File: src/rtl/regfile_writeback.sv
`default_nettype none
// ============================================================================
// Module      : regfile_writeback
// Description : Writer end of the integer register file. Merges ALU results
//               (always accepted, highest priority) and buffered LSU results
//               into the single registered write port W1, and keeps a
//               per-register busy scoreboard for decode operand stalls.
//               Optional macro WB_BYPASS_EN forwards the in-flight write to
//               decode and masks the matching busy indication.
// Revision    : 1.0 - initial release
// ============================================================================
module regfile_writeback #(
   parameter int ADDR_WIDTH     = 5,
   parameter int DATA_WIDTH     = 32,
   parameter int LSU_FIFO_DEPTH = 2
) (
   input  logic                  clk_i,
   input  logic                  rst_ni,
   input  logic                  alu_valid_i,
   input  logic [ADDR_WIDTH-1:0] alu_rd_i,
   input  logic [DATA_WIDTH-1:0] alu_wdata_i,
   input  logic                  lsu_valid_i,
   output logic                  lsu_ready_o,
   input  logic [ADDR_WIDTH-1:0] lsu_rd_i,
   input  logic [DATA_WIDTH-1:0] lsu_wdata_i,
   input  logic                  issue_valid_i,
   input  logic [ADDR_WIDTH-1:0] issue_rd_i,
   input  logic [ADDR_WIDTH-1:0] raddr_a_i,
   input  logic [ADDR_WIDTH-1:0] raddr_b_i,
   output logic                  busy_a_o,
   output logic                  busy_b_o,
   output logic                  fwd_valid_a_o,
   output logic                  fwd_valid_b_o,
   output logic [DATA_WIDTH-1:0] fwd_data_o,
   output logic [ADDR_WIDTH-1:0] waddr_a_o,
   output logic [DATA_WIDTH-1:0] wdata_a_o,
   output logic                  we_a_o
);

   localparam int                 c_NREGS   = 1 << ADDR_WIDTH;
   localparam int                 c_PTR_W   = $clog2(LSU_FIFO_DEPTH);
   localparam int                 c_CNT_W   = c_PTR_W + 1;
   localparam logic [c_CNT_W-1:0] c_FULL    = c_CNT_W'(LSU_FIFO_DEPTH);
   localparam logic [c_CNT_W-1:0] c_CNT_ONE = c_CNT_W'(1);
   localparam logic [c_PTR_W-1:0] c_PTR_ONE = c_PTR_W'(1);

   // LSU result buffer (storage is not reset; only pointers/count are)
   logic [ADDR_WIDTH-1:0] r_fifo_rd   [LSU_FIFO_DEPTH];
   logic [DATA_WIDTH-1:0] r_fifo_data [LSU_FIFO_DEPTH];
   logic [c_PTR_W-1:0]    r_wr_ptr;
   logic [c_PTR_W-1:0]    r_rd_ptr;
   logic [c_CNT_W-1:0]    r_count;
   logic                  w_full;
   logic                  w_empty;
   logic                  w_push;
   logic                  w_pop;

   // Result selection and registered write port
   logic                  w_sel_valid;
   logic [ADDR_WIDTH-1:0] w_sel_rd;
   logic [DATA_WIDTH-1:0] w_sel_data;
   logic                  r_we;
   logic [ADDR_WIDTH-1:0] r_waddr;
   logic [DATA_WIDTH-1:0] r_wdata;

   // Scoreboard
   logic [c_NREGS-1:0]    r_busy;
   logic [c_NREGS-1:0]    w_set;
   logic [c_NREGS-1:0]    w_clr;
   logic                  w_sb_a;
   logic                  w_sb_b;

   // Ready depends on occupancy only, so a pop never frees a slot the same cycle
   assign w_full      = (r_count == c_FULL);
   assign w_empty     = (r_count == '0);
   assign lsu_ready_o = !w_full;
   assign w_push      = lsu_valid_i && !w_full;
   assign w_pop       = !alu_valid_i && !w_empty;

   // Pick this cycle's result: ALU first, then the oldest buffered load
   always_comb begin
      w_sel_valid = 1'b0;
      w_sel_rd    = '0;
      w_sel_data  = '0;
      if (alu_valid_i) begin
         w_sel_valid = 1'b1;
         w_sel_rd    = alu_rd_i;
         w_sel_data  = alu_wdata_i;
      end else if (!w_empty) begin
         w_sel_valid = 1'b1;
         w_sel_rd    = r_fifo_rd[r_rd_ptr];
         w_sel_data  = r_fifo_data[r_rd_ptr];
      end
   end

   // Buffer storage write
   always_ff @(posedge clk_i) begin
      if (w_push) begin
         r_fifo_rd[r_wr_ptr]   <= lsu_rd_i;
         r_fifo_data[r_wr_ptr] <= lsu_wdata_i;
      end
   end

   // Buffer pointers and occupancy; pointers wrap naturally (depth is 2**n)
   always_ff @(posedge clk_i or negedge rst_ni) begin
      if (!rst_ni) begin
         r_wr_ptr <= '0;
         r_rd_ptr <= '0;
         r_count  <= '0;
      end else begin
         if (w_push) r_wr_ptr <= r_wr_ptr + c_PTR_ONE;
         if (w_pop)  r_rd_ptr <= r_rd_ptr + c_PTR_ONE;
         case ({w_push, w_pop})
            2'b10:   r_count <= r_count + c_CNT_ONE;
            2'b01:   r_count <= r_count - c_CNT_ONE;
            default: r_count <= r_count;
         endcase
      end
   end

   // Register the write port; results aimed at x0 are consumed but never written
   always_ff @(posedge clk_i or negedge rst_ni) begin
      if (!rst_ni) begin
         r_we    <= 1'b0;
         r_waddr <= '0;
         r_wdata <= '0;
      end else begin
         r_we    <= w_sel_valid && (w_sel_rd != '0);
         r_waddr <= w_sel_rd;
         r_wdata <= w_sel_data;
      end
   end

   assign we_a_o    = r_we;
   assign waddr_a_o = r_waddr;
   assign wdata_a_o = r_wdata;

   // Scoreboard set/clear vectors; x0 can never be set or written
   always_comb begin
      w_set = '0;
      w_clr = '0;
      if (issue_valid_i && (issue_rd_i != '0)) w_set[issue_rd_i] = 1'b1;
      if (r_we)                                w_clr[r_waddr]    = 1'b1;
   end

   // Scoreboard update: clear on retiring write, new issue overrides the clear
   always_ff @(posedge clk_i or negedge rst_ni) begin
      if (!rst_ni) begin
         r_busy <= '0;
      end else begin
         r_busy <= (r_busy & ~w_clr) | w_set;
      end
   end

   assign w_sb_a = r_busy[raddr_a_i] && (raddr_a_i != '0);
   assign w_sb_b = r_busy[raddr_b_i] && (raddr_b_i != '0);

`ifdef WB_BYPASS_EN
   // The retiring write can be consumed directly by decode this cycle
   assign fwd_valid_a_o = r_we && (r_waddr == raddr_a_i) && (raddr_a_i != '0);
   assign fwd_valid_b_o = r_we && (r_waddr == raddr_b_i) && (raddr_b_i != '0);
   assign fwd_data_o    = r_wdata;
`else
   assign fwd_valid_a_o = 1'b0;
   assign fwd_valid_b_o = 1'b0;
   assign fwd_data_o    = '0;
`endif

   assign busy_a_o = w_sb_a && !fwd_valid_a_o;
   assign busy_b_o = w_sb_b && !fwd_valid_b_o;

endmodule
`default_nettype wire

File: config.mk
export PLATFORM = sky130hd
export DESIGN_NAME = regfile_writeback
export DESIGN_NICKNAME = d
export VERILOG_FILES = /design/src/rtl/regfile_writeback.sv
export SDC_FILE = /design/constraint.sdc
export NUM_CORES = 1
export LEC_CHECK = 0
export ABC_CLOCK_PERIOD_IN_PS = 2700
export CAP_MARGIN = 0
export CELL_PAD_IN_SITES_DETAIL_PLACEMENT = 0
export CELL_PAD_IN_SITES_GLOBAL_PLACEMENT = 2
export CORE_UTILIZATION = 29
export DETAILED_ROUTE_END_ITERATION = 8
export GPL_TIMING_DRIVEN = 0
export PLACE_DENSITY = 0.75
export SETUP_SLACK_MARGIN = 0.05
export SLEW_MARGIN = 20
export SYNTH_ARGS = -nofsm -noshare
export SYNTH_HDL_FRONTEND = slang
export SYNTH_SLANG_ARGS = --single-unit
File: constraint.sdc
create_clock -name clk_i -period 2.7 [get_ports clk_i]
set_input_delay 0.54 -clock clk_i [delete_from_list [all_inputs] [get_ports clk_i]]
set_output_delay 0.54 -clock clk_i [all_outputs]
set_load 0.05 [all_outputs]
Word-level counts from Yosys, hierarchy flattened. Memories as Yosys holds them, arrays and structs flattened. Cells that the tools add are included.

Input bits: 94. Memories: 2. Register bits after elaboration: 74. Bits in writable memories: 74. Output and inout port bits: 75. Logic and storage cells: 61.

Muxes and demuxes: 19. Bitwise logic cells: 3. $lt $le $gt $ge: 6. Reduce and logical (&&, ||, !) cells: 17. Equal/unequal tests: 3. Add/sub/neg operators: 4.

Memories: r_fifo_data (depth 2, bits a word 32, rd ports 1, clocked after Yosys merged registers in 0, write ports 1, RTL line 49) `logic [DATA_WIDTH-1:0] r_fifo_data [LSU_FIFO_DEPTH];`; r_fifo_rd (depth 2, bits a word 5, rd ports 1, clocked after Yosys merged registers in 0, write ports 1, RTL line 48) `logic [ADDR_WIDTH-1:0] r_fifo_rd [LSU_FIFO_DEPTH];`.

Operators with widths (count): 32-bit 2-to-1 mux (4); 32-bit bitwise AND (1); 32-bit NOT (1); 32-bit OR (1); 5-bit by 6-bit less-than comparator with 1-bit output, second input constant (4); 5-bit nonzero test (4); 1-bit binary-select mux with 5-bit select (2); 1-bit demux with 5-bit select (2); 5-bit by 1-bit greater-or-equal comparator with 1-bit output, second input constant (2); 5-bit 2-to-1 mux (2); 1-bit logical AND (8); 1-bit 2-to-1 mux (8); 2-bit == test, second input constant (2); 2-bit case mux with 2 select lines (1); 1-bit zero test (3); 1-bit adder, second input constant (2); 2-bit by 1-bit adder with 2-bit output, second input constant (1); 2-bit by 1-bit == test with 1-bit output, second input constant (1); 2-bit zero test (1); 2-bit nonzero test (1); 2-bit by 1-bit subtractor with 2-bit output, second input constant (1).

Logic depth before layout (Yosys ltp).
Depth after elaboration: 8. Mapped depth: 8. Depth with buffers taken out: 6.

Worst setup path after synthesis. OpenSTA, ideal clock, no wires.

Path type: register to register. Start: reg r_count[0]. End: mem r_fifo_data[0][0], enable pin. Period minus slack after synthesis: 3080 ps. Library setup time: 431 ps. Required time: 2269 ps. Stages on the path, launching flop included: 4. Path buffers: 0. Arrival: 2648 ps. Setup slack: -380 ps. Path through: dfrtp_1 -> nand2b_1 -> nand2_1 -> nor2_1.

Word-level cells in the longest chain between the ends: 5.

Ends and longest elaborated chain: from (decl) (RTL line 52) `logic [c_CNT_W-1:0] r_count;`; from (signal assigned) (RTL line 114) `2'b10: r_count <= r_count + c_CNT_ONE;`; from (signal assigned) (RTL line 115) `2'b01: r_count <= r_count - c_CNT_ONE;`; from (signal assigned) (RTL line 116) `default: r_count <= r_count;`; 2-bit == test (RTL line 74) `assign w_full = (r_count == c_FULL);`; 1-bit zero test; net lsu_ready_o (RTL line 23) `output logic lsu_ready_o,`; 1-bit logical AND (RTL line 77) `assign w_push = lsu_valid_i && !w_full;`; 1-bit 2-to-1 mux (RTL line 98) `if (w_push) begin`; 1-bit 2-to-1 mux (not written as such) (RTL line 100) `r_fifo_data[r_wr_ptr] <= lsu_wdata_i;`; to (decl) (RTL line 49).

The timed path passes the listed nets, and every way through them passes these cells.

Worst setup path after layout.
Start: in raddr_b_i[2]. End: out busy_b_o.

Word-level cells in the longest chain between the ends: 3. Elaborated cells on any way between the ends: 4. Classes of those cells: mux: 2; reduce/logical: 2.

Ends and longest elaborated chain: from (decl) (RTL line 29) `input logic [ADDR_WIDTH-1:0] raddr_b_i,`; 1-bit binary-select mux with 5-bit select (RTL line 156) `assign w_sb_b = r_busy[raddr_b_i] && (raddr_b_i != '0);`; 1-bit 2-to-1 mux (not written as such) (RTL line 156); 1-bit logical AND * (RTL line 156); to (decl) (RTL line 31) `output logic busy_b_o,`.

Every way passes the cells marked *; elsewhere a longest branch is shown, timed or not. The select of a mux whose other input is x is not followed.

==> run metrics <==
status=completed; post-synthesis adder-cell area fraction=0.1990%; Crit. End Element=primary output; Synth Instances=a little under 500; fmax=383.7 MHz; HP Class=in -> async; Avg Inst Size Synth=between 10 and 15 um2; main combinational cell family by area after synthesis=multiplexers; hold bufs inserted after CTS=0; worst slew pin tran=0.5793 ns; first-pass GRT wire length=24,200 um; clk_lat worst skew=between 0.4 and 0.5 ns; GPL Wtd Cong=0.7450; Synth area leaders=edfxtp_1 35%, dfrtp_1 29%, mux2i_1 8.3%, o21ai_0 7.9%, buf_4 4.2%; post-detail-place hpwl=11,380 um; mean routed wirelength per cell=16.22 um; Fin Clk Skew=0.007035 ns; arrival time at the worst endpoint=~2.1 ns; Residual DRC=0; number of global-route vias before repair=around 4,500; cell taking the most area after synthesis=edfxtp_1; Setup TNS=0 ns; RSZ-0062 raised after global routing=false; final setup vio count=0; share of layout cells above drive strength 1=~15%; cells along the critical path=clkdlybuf4s50_1 -> buf_6 -> mux2i_1 -> nand2_1 -> o211ai_1 -> nand4_1 -> buf_4; DIE HEIGHT=~150 um; num rows=53; critical path's largest stage delay=roughly 0.57 ns; GRT Total Usage=between 10 and 15%; YS warnings=0; clk root buf=clkbuf_16; Final min period=between 2 and 3 ns; CTS clock-pin slew for the worst setup and hold paths=0.06 ns; clk sinks=147; Synth Area in Simple Gates=~8%; synthesis-to-finish area growth=40.00%; Post-Place Worst Slack=-0.7712 ns; asr flop ratio synth=49.66%; Filler cells=between 1,500 and 2,000; via count=4,305; Ports=about 170; sequential area share after synthesis=~64%; worst-path fanout max=10; number of DRC markers in iteration 0=175; area of the multi-input gates=2004 um2; Initial Util=between 20% and 30%; slew margin rel.=61.26%; Yosys reg bits=147; Hold Slack=~0.042 ns; Setup CP Type=in -> out; Max Cap Violations=0; mux cell area share after synthesis=11.02%; routed vias/inst=approximately 4.5; Synth Area in XOR/XNOR=less than 1%; Num CTS Buffers=17; count leader, synth=o21ai_0; total leakage power=about 3.5 nW; Compound-Gate Fraction of Synth Area=9.791%; Design Area, Final=roughly 9000 um2; core box area=21,150 um2; final hold vios=0; post-route ant nets=0; htree depth=4; CTS tree=built; Buffers on Ports=134; Final Cycle Share=96.52%; final worst slack=between 0.09 and 0.1 ns; Synth top area share=around 35%; list of most frequent post-synthesis cells=99 x o21ai_0, 74 x edfxtp_1, 73 x dfrtp_1; largest net degree at the start of global routing=51; DP Area=8185 um2; slowest CP cell=clkdlybuf4s50_1; drt first pass iters=4; clock tree buffer depth=2; initial antenna violation count=1; PwrDens=986.6 nW/um2; EDFF count, synth=74; dominant synthesized flop cell=edfxtp_1; Critical Path RT=~2.2 ns; Seq. cell area=4049 um2; nets@finish=770; Final Slew Violations=0; Yosys cell types=43; DRT Wirelength=15,640 um; total grt overflow=0; die area=approximately 22,000 um2; Mapped Area=roughly 6300 um2; Die X=149.2 um; Peak VDD IR=0.4587 mV; CP startpoint kind=primary input
-- flip-flops by register name, summed over array words and instances, names as in the netlist --
signal,cells
r_fifo_data,64
wdata_a_o,32
r_busy,31
r_fifo_rd,10
waddr_a_o,5
r_count,2
r_rd_ptr,1
r_wr_ptr,1
we_a_o,1
-- cells by family (layout without fill, tap and decap cells) --
group                    count (synthesis)  after routing
XOR/XNOR                                 5              5
other                                    1             35
flip-flops                             147            147
multiplexers                            61             61
adder cells (fa/ha/maj)                  1              1
buffers and inverters                   56            227
AO/OA/AOI/OAI                          114            114
AND/OR/NAND/NOR                         99             99
-- worst paths after layout --
kind | startpoint | end | slack, ns | depth (start not counted)
hold reg to reg | r_count[1]$_DFFE_PN0P_ | r_count[1]$_DFFE_PN0P_ | 0.50 | 1
hold / removal | rst_ni | wdata_a_o[13]$_DFF_PN0_ | 0.04 | 1
min in group clk_i | r_count[1]$_DFFE_PN0P_ | r_count[1]$_DFFE_PN0P_ | 0.50 | 1
setup / recovery | raddr_b_i[2] | busy_b_o | 0.09 | 7
max in group asynchronous | rst_ni | r_busy[12]$_DFF_PN0_ | 2.10 | 2
setup reg to reg | r_count[0]$_DFFE_PN0P_ | r_count[1]$_DFFE_PN0P_ | 0.56 | 7
-- per-stage QoR --
stage	power [mW]	instances	util [%]
6_report	8.684	964	41.61
5_1_grt	9.153	963	41.60
4_1_cts	8.750	961	41.53
3_5_place_dp	6.358	929	38.69
3_3_place_gp	6.232	926	38.29
2_1_floorplan	5.250	517	-
-- routing by layer --
metal  GRT usage [%]  wire length [um]  vias up
met5               0                 0        -
met2           24.95              7731      143
met3           5.566              1320       15
li1                -                 -     2090
met4           5.357               215        0
met1           16.33              6371     2057
-- power by group --
group | internal, mW | leakage (nW) | switching, mW | total (mW)
Combinational | 1.13 | 1.67 | 1.74 | 2.86
Clock | 1.50 | 0.281 | 0.870 | 2.37
Sequential | 3.07 | 1.55 | 0.377 | 3.45
Total | 5.70 | 3.51 | 2.99 | 8.68
-- layout make-up --
| class | count | area share (%) |
|---|---|---|
| antenna | 1 | 0.02843 |
| buffer | 53 | 4.236 |
| clock buffer | 23 | 5.316 |
| clock inverter | 9 | 1.478 |
| inverter | 3 | 0.1279 |
| multi-input combinational | 314 | 22.77 |
| sequential | 147 | 46.00 |
| tap | 275 | 3.909 |
| timing repair buffer | 139 | 16.13 |
-- cell usage in the layout (no fill, tap or decap), drive strengths merged, types with 3 or more instances in the layout --
cell type / synthesis / layout
buf: 43 / 52
bufinv: 0 / 3
clkbuf: 10 / 34
clkdlybuf4s50: 0 / 126
clkinv: 0 / 3
clkinvlp: 0 / 3
conb: 1 / 34
dfrtp: 73 / 73
edfxtp: 74 / 74
inv: 3 / 3
mux2: 3 / 3
mux2i: 52 / 52
mux4: 6 / 6
nand2: 48 / 48
nand3: 11 / 11
nand3b: 12 / 12
nor2: 7 / 7
nor2b: 4 / 4
o21ai: 99 / 99
or3b: 4 / 4
xnor2: 4 / 4
-- what timing repair did --
action,CTS,global route
resized for setup,25,9
endpoints found under the setup margin,2,2
buffers inserted,0,2
pin swaps,0,1
-- worst max-delay path, delay by kind of cell --
family | cells | cell delay (ns)
and+or+nand+nor | 2 | 0.19
muxes | 1 | 0.18
AOI/OAI and AO/OA | 1 | 0.21
buffers and inverters | 3 | 0.94
No activity file was read; power rests on OpenSTA's default activity.
